$ cat src/rtl/sum_accumulator.sv
// sum_accumulator: sums a fixed window of valid adder samples into a wider
// running total and presents it with a valid/ready handshake and a sticky
// overflow flag.
module sum_accumulator #(
    parameter int unsigned IN_W   = 2,
    parameter int unsigned ACC_W  = 8,
    parameter int unsigned WINDOW = 4,
    parameter int unsigned CNT_W  = $clog2(WINDOW + 1)
) (
    input  logic             CLK,
    input  logic             RES_X,
    input  logic             START,
    input  logic [IN_W-1:0]  SUM_IN,
    input  logic             SUM_VALID,
    output logic [ACC_W-1:0] ACC_OUT,
    output logic             ACC_VALID,
    input  logic             ACC_READY,
    output logic             OVF,
    output logic             BUSY,
    output logic [CNT_W-1:0] SAMPLE_CNT
);

    localparam int unsigned SUM_W = ACC_W + 1;

    typedef enum logic [1:0] {
        S_IDLE,
        S_ACCUM,
        S_HOLD
    } state_t;

    state_t           state;
    logic [SUM_W-1:0] sum_c;
    logic [CNT_W-1:0] cnt_inc_c;
    logic             last_c;

    // Next accumulation value with carry, and window-end detection
    always_comb begin
        sum_c     = {1'b0, ACC_OUT} + SUM_W'(SUM_IN);
        cnt_inc_c = SAMPLE_CNT + CNT_W'(1);
        last_c    = (cnt_inc_c == CNT_W'(WINDOW));
    end

    // Window FSM with all outputs registered alongside the state
    always_ff @(posedge CLK or negedge RES_X) begin
        if (!RES_X) begin
            state      <= S_IDLE;
            ACC_OUT    <= '0;
            ACC_VALID  <= 1'b0;
            OVF        <= 1'b0;
            BUSY       <= 1'b0;
            SAMPLE_CNT <= '0;
        end else begin
            case (state)
                S_IDLE: begin
                    if (START) begin
                        state      <= S_ACCUM;
                        BUSY       <= 1'b1;
                        ACC_OUT    <= '0;
                        OVF        <= 1'b0;
                        SAMPLE_CNT <= '0;
                    end
                end
                S_ACCUM: begin
                    if (SUM_VALID) begin
                        ACC_OUT    <= sum_c[ACC_W-1:0];
                        SAMPLE_CNT <= cnt_inc_c;
                        if (sum_c[ACC_W]) begin
                            OVF <= 1'b1;
                        end
                        if (last_c) begin
                            state     <= S_HOLD;
                            BUSY      <= 1'b0;
                            ACC_VALID <= 1'b1;
                        end
                    end
                end
                S_HOLD: begin
                    // Result held until accepted; incoming samples are dropped
                    if (ACC_READY) begin
                        ACC_VALID <= 1'b0;
                        if (START) begin
                            state      <= S_ACCUM;
                            BUSY       <= 1'b1;
                            ACC_OUT    <= '0;
                            OVF        <= 1'b0;
                            SAMPLE_CNT <= '0;
                        end else begin
                            state <= S_IDLE;
                        end
                    end
                end
                default: begin
                    state     <= S_IDLE;
                    BUSY      <= 1'b0;
                    ACC_VALID <= 1'b0;
                end
            endcase
        end
    end

endmodule

$ cat config.mk
export PLATFORM = sky130hd
export DESIGN_NAME = sum_accumulator
export DESIGN_NICKNAME = d
export VERILOG_FILES = /design/src/rtl/sum_accumulator.sv
export SDC_FILE = /design/constraint.sdc
export NUM_CORES = 1
export LEC_CHECK = 0
export CAP_MARGIN = 0
export CORE_UTILIZATION = 34
export CTS_BUF_LIST = sky130_fd_sc_hd__clkbuf_8
export CTS_CLUSTER_DIAMETER = 200
export DETAILED_ROUTE_END_ITERATION = 8
export PLACE_DENSITY = 0.55
export REMOVE_ABC_BUFFERS = 1
export SKIP_CTS_REPAIR_TIMING = 1
export SLEW_MARGIN = 20
export SYNTH_ARGS = -nofsm -noshare
export SYNTH_HDL_FRONTEND = slang
export SYNTH_SLANG_ARGS = --single-unit
$ cat constraint.sdc
create_clock -name CLK -period 3.1 [get_ports CLK]
set_input_delay 0.775 -clock CLK [delete_from_list [all_inputs] [get_ports CLK]]
set_output_delay 0.775 -clock CLK [all_outputs]
set_load 0.02 [all_outputs]
==> insert_results.sql <==
INSERT INTO impl_metrics (metric_group, metric, value, unit) VALUES
('pwr', 'intPower', '584', 'uW'),
('yosys', 'synth_area', '796', 'um^2'),
('floorplan', 'fp.coreArea', '2210', 'um^2'),
('drt', 'detailedRoute.firstPassIterationCount', '4', ''),
('sta', 'max_slew_margin', '51.0', '%'),
('layout', 'n_antenna_cell', '0', ''),
('sta', 'rsz0062_at_grt', 'false', ''),
('sta', 'aggregate_negative_setup_slack', '0', 'ns'),
('pwr', 'cellPowerDensity', '857', 'nW/um^2'),
('yosys', 'dominantRegCellSynth', 'dfrtp_1', ''),
('setup_path', 'cp_data_arrival_time', '1.30', 'ns'),
('placed_design', 'gp_congestion', '0.731', ''),
('clock_network', 'cts_buffers', '3', ''),
('pwr', 'vdd.ir_drop.worst', '0.000462', 'V'),
('setup_path', 'delay_contributed_by_the_slowest_stage_of_the_critical_path', '0.63', 'ns'),
('drt', 'drc', '0', ''),
('pwr', 'fin_total_pwr', '921', 'uW'),
('yosys', 'async_reset_ff_share', '100', '%'),
('floorplan', 'fp.dieH', '50.4', 'um'),
('placed_design', 'place.detailed.hpwl', '1110', 'um'),
('sta', 'fmax', '0.482', 'GHz'),
('clock_network', 'clk_pin_slew', '0.06', 'ns'),
('global_routing', 'track_usage', '14.1', '%'),
('clock_network', 'tritoncts_clock_tree', 'done', ''),
('setup_path', 'setup.reg_to_reg.worst_slack', '1.65', 'ns'),
('pwr', 'cellLeakagePower', '0.495', 'nW'),
('yosys', 'syn-mean-instance-area', '10.9', 'um^2'),
('floorplan', 'num_io_pins', '21', ''),
('pwr', 'combPwrFrac', '42.3', '%'),
('yosys', 'edff_count_synth', '0', ''),
('clock_network', 'clock_latency', '0.25', 'ns'),
('yosys', 'yosys.cell_count.top_type', 'dfrtp_1', ''),
('yosys', 'synth_sequential_area_ratio', '50.3', '%'),
('run', 'cap_violations', '0', ''),
('worst_hold_path', 'min-delay-path-class', 'reg2reg', ''),
('setup_path', 'worstPathMaxFanout', '5', ''),
('setup_path', 'worstPathCellList', 'clkdlybuf4s50_1', ''),
('run_status', 'status', 'finished clean', ''),
('global_routing', 'antenna_found_initial', '0', ''),
('yosys', 'yosys-top-cells-area', 'dfrtp_1, ha_1, nand2_1', ''),
('global_routing', 'grt_overflow', '0', ''),
('setup_path', 'cp-start-kind', 'register', ''),
('setup_path', 'path_buf_inv', '1', ''),
('sta', 'finalCriticalPeriod', '2.08', 'ns'),
('layout', 'post-route-util', '48.6', '%'),
('drt', 'detail_route.iter0.violations', '5', ''),
('sta', 'max_slew.worst_pin.slew', '0.733', 'ns'),
('pwr', 'clock_power_share', '20.4', '%'),
('sta', 'slew_violations', '0', ''),
('layout', 'nNetsFinal', '109', ''),
('drt', 'routed_wl', '1530', 'um'),
('sta', 'finalHoldViolations', '0', ''),
('layout', 'area_delta_synth_final', '35.1', '%'),
('floorplan', 'placementRows', '17', ''),
('setup_path', 'critical_path_required', '2.32', 'ns'),
('global_routing', 'grt_pass1_vias', '608', ''),
('sta', 'finalSetupViolCount', '0', ''),
('pwr', 'p_switching', '337', 'uW'),
('yosys', 'synth.cells.most_frequent', 'dfrtp_1, nand2_1, nor2_1', ''),
('drt', 'ant_nets', '0', ''),
('pwr', 'netSwitchingFraction', '36.6', '%'),
('layout', 'fill_cells', '222', ''),
('yosys', 'synth_top_cell_area_share', '50.3', '%'),
('drt', 'detailroute.via_count', '637', ''),
('yosys', 'yosysTopAreaCell', 'dfrtp_1', ''),
('sta', 'fin_crit_sh', '67.0', '%'),
('global_routing', 'grt_max_degree', '17', ''),
('sta', 'finalClockSkew', '0.00110', 'ns'),
('layout', 'layout_cell_share_with_drive_strength_beyond_1', '9.38', '%'),
('setup_path', 'timing.critical_path.to_type', 'output port', ''),
('clock_network', 'ctsRootBufferMaster', 'clkbuf_8', '');
-- area by class of cell --
class | instances | area, um^2 | share of cell area, %
Inverter | 1 | 3.75 | 0.349
Tap cell | 28 | 35.0 | 3.26
Multi-Input combinational cell | 55 | 380 | 35.4
Clock buffer | 4 | 55.1 | 5.12
Sequential cell | 16 | 400 | 37.3
Timing Repair Buffer | 20 | 200 | 18.6
-- sequential cells by signal, summed over array words and instances (netlist names) --
| signal | cells |
|---|---|
| ACC_OUT | 8 |
| ACC_VALID | 1 |
| BUSY | 1 |
| OVF | 1 |
| SAMPLE_CNT | 3 |
| state | 2 |
-- path summary, 6_finish.rpt --
kind	start	endpoint	cells past startpoint
setup / recovery	ACC_OUT[2]	ACC_OUT[2]	1
min in group asynchronous	RES_X	ACC_OUT[3]	1
hold / removal	OVF	OVF	2
max in group asynchronous	RES_X	ACC_OUT[7]	1
setup reg to reg	ACC_OUT[0]	ACC_OUT[2]	5
hold reg to reg	OVF	OVF	2
-- cells by family (layout without fill, tap and decap cells) --
group | Yosys count | count (layout) | synth area share, %
simple gates | 31 | 31 | 21.2
flops | 16 | 16 | 50.3
compound gates | 12 | 12 | 9.28
fa+ha+maj | 5 | 5 | 8.81
mux | 4 | 4 | 5.19
xor+xnor | 3 | 3 | 3.30
buf+inv | 2 | 25 | 1.89
-- power by group through the flow --
| stage | Combinational [mW] | Sequential (mW) | Clock, mW |
|---|---|---|---|
| 4_1_cts | 0.395 | 0.343 | 0.194 |
| 6_report | 0.390 | 0.343 | 0.188 |
| 5_1_grt | 0.426 | 0.355 | 0.199 |
| 3_3_place_gp | 0.388 | 0.344 | 0 |
| 2_1_floorplan | 0.159 | 0.407 | 0 |
| 3_5_place_dp | 0.389 | 0.347 | 0 |
-- metal layers --
layer | vias to the layer above | track usage (%) | part of all wire (%)
li1 | 305 | - | -
met4 | 0 | 9.72 | 1.8
met3 | 4 | 2.73 | 4.9
met2 | 23 | 21.3 | 45
met1 | 305 | 18.1 | 48
met5 | - | 0 | 0
-- through the flow --
stage	setup slack (ns)	std cells	hold slack, ns
6_report	1.02	124	0.471
2_1_floorplan	1.33	72	0.479
3_3_place_gp	0.871	120	0.456
4_1_cts	1.02	124	0.480
5_1_grt	0.975	124	0.500
3_5_place_dp	0.838	120	0.464
-- cells in the final DEF (no fill, tap or decap), drive strengths merged --
cell type,synthesis,routed
nor3b,1,1
ha,4,4
o21ai,6,6
a21oi,2,2
dfrtp,16,16
nor2,6,6
fa,1,1
clkdlybuf4s50,0,20
inv,1,1
mux2,1,1
a22o,3,3
mux2i,3,3
a21o,1,1
nand4,3,3
nand2b,1,1
xnor2,1,1
and3,3,3
nand3,3,3
and3b,2,2
xor2,2,2
clkbuf,0,4
nand2,10,10
nand3b,2,2
Note: power is estimated with default switching activity, not from simulation.
